`src/rtl/axis_packetizer.sv`:
```
// AXI-Stream packetizer: one-word hold stage (H) feeding a registered output stage (O), with tlast
// inserted on a beat count or an idle timeout. Define AXIS_PKTZR_STAT_EN to enable the pkt_count statistic.
module axis_packetizer #(
    parameter int DATA_WD = 64,
    parameter int CNT_WD  = 16,
    parameter int TMO_WD  = 16
) (
    input  logic               clk,
    input  logic               rst,
    input  logic               s_axis_tvalid,
    input  logic [DATA_WD-1:0] s_axis_tdata,
    output logic               s_axis_tready,
    output logic               m_axis_tvalid,
    output logic [DATA_WD-1:0] m_axis_tdata,
    output logic               m_axis_tlast,
    input  logic               m_axis_tready,
    input  logic [CNT_WD-1:0]  cfg_pkt_len,
    input  logic [TMO_WD-1:0]  cfg_timeout,
    output logic               busy,
    output logic [CNT_WD-1:0]  pkt_count
);

    logic               hvalid;
    logic [DATA_WD-1:0] hdata;
    logic [CNT_WD-1:0]  beat_cnt;
    logic [TMO_WD-1:0]  idle_cnt;

    logic o_free;
    logic s_hs;
    logic close_cnt;
    logic close_tmo;
    logic close_any;
    logic move;

    assign o_free        = !m_axis_tvalid || m_axis_tready;
    assign s_axis_tready = !rst && (!hvalid || o_free);
    assign s_hs          = s_axis_tvalid && s_axis_tready;

    // beat_cnt counts beats already sent in this packet, so the held beat is beat_cnt + 1.
    assign close_cnt = (cfg_pkt_len != '0) && ((beat_cnt + CNT_WD'(1)) == cfg_pkt_len);
    assign close_tmo = (cfg_timeout != '0) && (idle_cnt >= cfg_timeout);
    assign close_any = close_cnt || close_tmo;
    assign move      = hvalid && o_free && (s_axis_tvalid || close_any);

    assign busy = hvalid || m_axis_tvalid;

    always_ff @(posedge clk) begin
        if (rst) begin
            m_axis_tvalid <= 1'b0;
            m_axis_tdata  <= '0;
            m_axis_tlast  <= 1'b0;
        end else if (o_free) begin
            m_axis_tvalid <= move;
            if (move) begin
                m_axis_tdata <= hdata;
                m_axis_tlast <= close_any;
            end
        end
    end

    // A full H only accepts a new beat in the cycle it empties into O, so nothing is overwritten.
    always_ff @(posedge clk) begin
        if (rst) begin
            hvalid <= 1'b0;
            hdata  <= '0;
        end else if (s_hs) begin
            hvalid <= 1'b1;
            hdata  <= s_axis_tdata;
        end else if (move) begin
            hvalid <= 1'b0;
        end
    end

    always_ff @(posedge clk) begin
        if (rst) begin
            beat_cnt <= '0;
        end else if (move) begin
            beat_cnt <= close_any ? '0 : beat_cnt + CNT_WD'(1);
        end
    end

    always_ff @(posedge clk) begin
        if (rst) begin
            idle_cnt <= '0;
        end else if (s_hs) begin
            idle_cnt <= '0;
        end else if (hvalid && (idle_cnt != '1)) begin
            idle_cnt <= idle_cnt + TMO_WD'(1);
        end
    end

`ifdef AXIS_PKTZR_STAT_EN
    logic [CNT_WD-1:0] pkt_cnt_q;

    always_ff @(posedge clk) begin
        if (rst) begin
            pkt_cnt_q <= '0;
        end else if (m_axis_tvalid && m_axis_tready && m_axis_tlast) begin
            pkt_cnt_q <= pkt_cnt_q + CNT_WD'(1);
        end
    end

    assign pkt_count = pkt_cnt_q;
`else
    assign pkt_count = '0;
`endif

endmodule

```
`config.mk`:
```
export PLATFORM = sky130hd
export DESIGN_NAME = axis_packetizer
export DESIGN_NICKNAME = d
export VERILOG_FILES = /design/src/rtl/axis_packetizer.sv
export SDC_FILE = /design/constraint.sdc
export NUM_CORES = 1
export LEC_CHECK = 0
export CELL_PAD_IN_SITES_DETAIL_PLACEMENT = 1
export CELL_PAD_IN_SITES_GLOBAL_PLACEMENT = 1
export CORE_AREA = 3 3 150 152
export DETAILED_ROUTE_END_ITERATION = 7
export DIE_AREA = 0 0 153 155
export GPL_ROUTABILITY_DRIVEN = 0
export HOLD_SLACK_MARGIN = 0.05
export PLACE_DENSITY = 0.75
export SYNTH_ARGS = -nofsm -noshare
export SYNTH_HDL_FRONTEND = slang
export SYNTH_SLANG_ARGS = --single-unit
export TNS_END_PERCENT = 1
```
`constraint.sdc`:
```
create_clock -name clk -period 3.71 [get_ports clk]
set_input_delay 0.9275 -clock clk [delete_from_list [all_inputs] [get_ports clk]]
set_output_delay 0.9275 -clock clk [all_outputs]
set_load 0.05 [all_outputs]
```
==> results of run 1 <==
## power by group
group | switching [mW] | internal, mW
combinational | 0.315 | 0.211
clock | 0.770 | 0.968
sequential | 0.0421 | 1.82
## per-layer routing
metal	wire length [um]	vias to the layer above	global-route usage, %
li1	-	3541	-
met1	11000	3447	25.7
met2	11100	157	33.1
met3	1140	28	4.59
met4	311	4	4.92
met5	33	-	0
## cell usage after synthesis, drive strengths merged (2+ instances only)
library cell	count	area share (%)
inv	23	1.1
dfxtp	163	41
o31ai	3	0.29
xnor2	17	1.9
nand4	14	1.1
and4	4	0.44
or2	5	0.40
nand2	85	4.1
xor2	19	2.1
or4	6	0.67
a211oi	3	0.35
or3	4	0.32
and2	3	0.24
and3	4	0.32
a21oi	74	4.7
nand3b	2	0.19
clkbuf	65	3.1
ha	18	2.9
o21ai	78	5.0
mux2i	2	0.25
o211ai	131	12
a21o	3	0.29
nor2	32	1.6
buf	38	3.5
nand2b	66	5.2
nor4	13	1.0
nor3	9	0.64
nand3	14	1.0
nor2b	2	0.16
a221o	6	0.76
## final timing paths
| check | end | slack, ns |
|---|---|---|
| worst max-delay path | m_axis_tdata[47] | 0.19 |
| worst min-delay path | hdata[46] | 0.47 |
| worst max register to register | m_axis_tdata[47] | 0.36 |
| worst min register to register | hdata[46] | 0.47 |
## final cells by class
type                    count  area [um2]  area share, %
well taps                 275         344           3.35
flip-flops and latches    163        3260           31.8
multi-input cells         651        4070           39.6
clock inverters            14         144           1.40
clock buffers              18         439           4.28
inverters                  23        86.3          0.840
repair buffers            189        1930           18.8
## state kept, by name, summed over array words and instances, names as in the netlist
register / flops
idle_cnt: 16
m_axis_tvalid: 1
m_axis_tlast: 1
beat_cnt: 16
hdata: 64
m_axis_tdata: 64
hvalid: 1
## worst max-delay path, cell delays in order
cell and delay, ns:
clkdlybuf4s50_1 0.51, xor3_1 0.32, nor3_1 0.16, nand4_1 0.12, or4_4 0.57, o41ai_4 0.49
buf_4 0.29, buf_12 0.16, o211ai_1 0.10, a21oi_1 0.20
## cell families after synthesis
| logic type | after synthesis | share of synthesized area (%) |
|---|---|---|
| compound gates | 313 | 25.7 |
| xor+xnor | 37 | 4.31 |
| fa+ha+maj | 18 | 2.86 |
| buf+inv | 126 | 7.71 |
| flops | 163 | 41.4 |
| mux | 3 | 0.397 |
| other cells | 1 | 0.0476 |
| simple gates | 264 | 17.5 |
==> impl_metrics.env, run 1 <==
export IMPL_final_cell_mix="clkdlybuf4s50_1, dfxtp_1, o211ai_1"
export IMPL_synth_cells=925
export IMPL_cts_buffer_depth=2
export IMPL_grt_pass1_wl_mm=38.9
export IMPL_fin_crit_sh_pct=94.8
export IMPL_coreArea_um2=21200
export IMPL_setup_viol=0
export IMPL_ctsHtreeMaxLevel=4
export IMPL_drive_above_1_share_pct=7.28
export IMPL_p_leak_nw=3.56
export IMPL_grt_max_degree=97
export IMPL_fin_hold_ws_ns=0.474
export IMPL_gr_usage_all_layers_pct=19.7
export IMPL_dp_cells=1301
export IMPL_rr_worst_depth=10
export IMPL_fmax_mhz=284
export IMPL_ys_ff_latch=163
export IMPL_die_area_um2=23700
export IMPL_pwr_density_cell_nw_per_um2=402
export IMPL_fin_nets=1163
export IMPL_place_area_um2=9690
export IMPL_crit_required_ns=4.05
export IMPL_yosysWarnings=0
export IMPL_cts_tree="done"
export IMPL_ant_nets=0
export IMPL_first_pass_iters=4
export IMPL_final_area_um2=10300
export IMPL_syn_area_um2=7870
export IMPL_ir_worst_vdd_v=0.000306
export IMPL_vias=7177
export IMPL_critical_path_class="primary input to register"
export IMPL_min_period_ns=3.52
export IMPL_cts_resized=0
export IMPL_fin_cells=1333
export IMPL_slew_viol_final=0
export IMPL_drc=0
export IMPL_min_path_cells=2
export IMPL_drv_cap=0
export IMPL_synth_edf_count=0
export IMPL_rsz0062_at_grt="no"
export IMPL_die_y_um=155
export IMPL_io_pins=184
export IMPL_tightestPinTransition_ns=0.884
export IMPL_fill_cells=2469
export IMPL_finClkSkew_ns=0.0139
export IMPL_outcome="finished, final reports clean"
export IMPL_post_cts_buffers=0
export IMPL_hold_class="register to register"
export IMPL_place_ws_ns=-0.183
export IMPL_diodes=0
export IMPL_antenna_found_initial=2
export IMPL_finalWirelength_mm=23.5
export IMPL_numCtsBuffers=17
export IMPL_port_buffers=167
export IMPL_fin_util_pct=48.6
export IMPL_fp_row_count=53
export IMPL_drt_iter0_markers=301
export IMPL_dp_hpwl_mm=15.4
export IMPL_slew_headroom_pct=40.4
export IMPL_async_flop_share_pct=0
export IMPL_synthFlopType="dfxtp_1"
export IMPL_clockRootBuffer="clkbuf_16"
export IMPL_tns_ns=0
export IMPL_via_per_inst=5.38
export IMPL_clkTransAtPathRegs_ns=0.07
export IMPL_critPathLaunchType="primary input"
export IMPL_synthToLayoutAreaGrowth_pct=30.5
export IMPL_power_total_mw=4.13
export IMPL_clock_sinks=163
export IMPL_hold_violations=0
export IMPL_die_x_um=153
export IMPL_synth_cell_type_count=56
export IMPL_final_common_cell="clkdlybuf4s50_1"
export IMPL_wl_per_cell_um=17.6
export IMPL_hold_buffers=0
export IMPL_hold_start="hdata[46]"
export IMPL_ys_seq_area_share_pct=41.4
export IMPL_crit_path_start="cfg_pkt_len[2]"
export IMPL_cp_arrival_ns=3.86
export IMPL_synth_area_per_cell_um2=8.51
export IMPL_grt_pass1_vias=7465
export IMPL_r2r_start="beat_cnt[1]"
export IMPL_initial_core_util_pct=37.2
export IMPL_finalWorstSetupSlack_ns=0.192
export IMPL_cp_end_kind="register"
export IMPL_clock_latency_ns=0.42
export IMPL_overflow=0
export IMPL_cp_max_fo=15
(Power assumes the default switching activity.)
==> run 2: changes to the inputs <==
- GPL_TIMING_DRIVEN: unset -> 0
- HOLD_SLACK_MARGIN: 0.05 -> unset
==> run 2 against run 1 <==
Net effect: non-clock buffer count rose by 80; die area is the same; sequential cell count unchanged; first-iteration DRC count is 25% higher; register-to-register slack barely moved; maximum frequency down 2.1%; global-route usage increased by 1.5 points; count of clock-buffer cells in the layout is 1 lower; final area rose by 2.7%; via count rose by 4.2%; final cell count rose by 6.0%; worst setup slack worse by 0.077 ns; highest routed layer unchanged.
==> impl_metrics.env, run 2 (synthesis gave the netlist of run 1 again) <==
export IMPL_crit_path_start="m_axis_tready"
export IMPL_overflow=0
export IMPL_final_common_cell="clkdlybuf4s50_1"
export IMPL_drc=0
export IMPL_ant_nets=0
export IMPL_coreArea_um2=21200
export IMPL_setup_worst_path_end="s_axis_tready"
export IMPL_fin_nets=1243
export IMPL_fill_cells=2524
export IMPL_diodes=0
export IMPL_ctsHtreeMaxLevel=4
export IMPL_wl_per_cell_um=17.9
export IMPL_drive_above_1_share_pct=7.56
export IMPL_critPathLaunchType="primary input"
export IMPL_port_buffers=166
export IMPL_drv_cap=0
export IMPL_setup_viol=0
export IMPL_die_area_um2=23700
export IMPL_synthToLayoutAreaGrowth_pct=34.0
export IMPL_grt_pass1_wl_mm=41.2
export IMPL_clock_latency_ns=0.43
export IMPL_final_area_um2=10500
export IMPL_finalWorstSetupSlack_ns=0.115
export IMPL_first_pass_iters=5
export IMPL_tightestPinTransition_ns=1.00
export IMPL_ir_worst_vdd_v=0.000328
export IMPL_tns_ns=0
export IMPL_initial_core_util_pct=37.2
export IMPL_dp_cells=1381
export IMPL_clkTransAtPathRegs_ns=0.07
export IMPL_die_y_um=155
export IMPL_rsz0062_at_grt="no"
export IMPL_grt_max_degree=18
export IMPL_crit_required_ns=2.78
export IMPL_gr_usage_all_layers_pct=21.1
export IMPL_cp_end_kind="output port"
export IMPL_cp_max_fo=2
export IMPL_cts_buffer_depth=2
export IMPL_rr_worst_depth=9
export IMPL_vias=7476
export IMPL_finalWirelength_mm=25.4
export IMPL_hold_buffers=0
export IMPL_cp_arrival_ns=2.67
export IMPL_hold_violations=0
export IMPL_place_area_um2=9930
export IMPL_dp_hpwl_mm=18.8
export IMPL_fin_cells=1413
export IMPL_slew_headroom_pct=32.4
export IMPL_clockRootBuffer="clkbuf_16"
export IMPL_rrSetupSlack_ns=0.35
export IMPL_fmax_mhz=278
export IMPL_slew_viol_final=0
export IMPL_hold_class="register to register"
export IMPL_critical_path_class="primary input to output port"
export IMPL_pwr_density_cell_nw_per_um2=404
export IMPL_via_per_inst=5.29
export IMPL_min_period_ns=3.59
export IMPL_place_ws_ns=-0.391
export IMPL_fin_hold_ws_ns=0.474
export IMPL_r2r_start="beat_cnt[0]"
export IMPL_io_pins=184
export IMPL_fin_crit_sh_pct=96.9
export IMPL_finClkSkew_ns=0.0217
export IMPL_antenna_found_initial=2
export IMPL_reg_largest_list="hdata: 64 flops, m_axis_tdata: 64 flops"
export IMPL_cts_tree="done"
export IMPL_clock_sinks=163
export IMPL_numCtsBuffers=17
export IMPL_drt_iter0_markers=376
export IMPL_p_leak_nw=3.69
export IMPL_fp_row_count=53
export IMPL_grt_pass1_vias=7674
export IMPL_die_x_um=153
export IMPL_outcome="finished, final reports clean"
export IMPL_final_cell_mix="clkdlybuf4s50_1, dfxtp_1, o211ai_1"
export IMPL_reg2reg_to="beat_cnt[6]"
run 2: worst min path at each step:
stage,startpoint,to,slack [ns],depth (start not counted)
3_3_place_gp,hdata[4],hdata[4],0.46,2
3_5_place_dp,hdata[52],hdata[52],0.47,2
2_1_floorplan,hdata[10],hdata[10],0.45,2
5_1_grt,hdata[24],hdata[24],0.49,2
6_report,hdata[24],hdata[24],0.47,2
4_1_cts,hdata[52],hdata[52],0.48,2
run 2: cell type report:
class	count	area, um2	share of cell area (%)
inverters	23	86.3	0.819
repair buffers	166	1660	15.8
clock buffers	17	425	4.03
multi-input cells	651	4060	38.5
well taps	275	344	3.26
plain buffers	103	520	4.93
clock inverters	15	184	1.74
flip-flops and latches	163	3260	30.9
run 2: per-stage QoR:
step / power [mW] / util (%)
finish: 4.26 / 49.9
global route: 4.44 / 49.9
CTS: 4.30 / 49.8
detailed placement: 2.46 / 47.0
global placement: 2.45 / 47.0
floorplan: 2.21 / -
run 2: where the power goes:
group | switching [mW] | internal [mW] | total, mW
logic | 0.327 | 0.224 | 0.551
clock network | 0.809 | 1.03 | 1.84
registers | 0.0473 | 1.82 | 1.87
total | 1.18 | 3.07 | 4.26
run 2: worst max-delay path: stages:
cell	delay [ns]
clkdlybuf4s50_1	0.52
nor2b_1	0.08
a21oi_1	0.28
clkdlybuf4s50_1	0.86
run 2: layer usage:
layer | global-route usage (%) | up-vias | wire, um
met2 | 35.6 | 146 | 12400
met5 | 0 | - | 34
met3 | 4.56 | 12 | 1160
met4 | 4.75 | 4 | 161
li1 | - | 3708 | -
met1 | 28.0 | 3606 | 11600
run 2: what timing repair did:
action,4_1_cts,5_1_grt
setup buffers,0,0
gates resized for setup,0,2
endpoints found under the setup margin,0,68
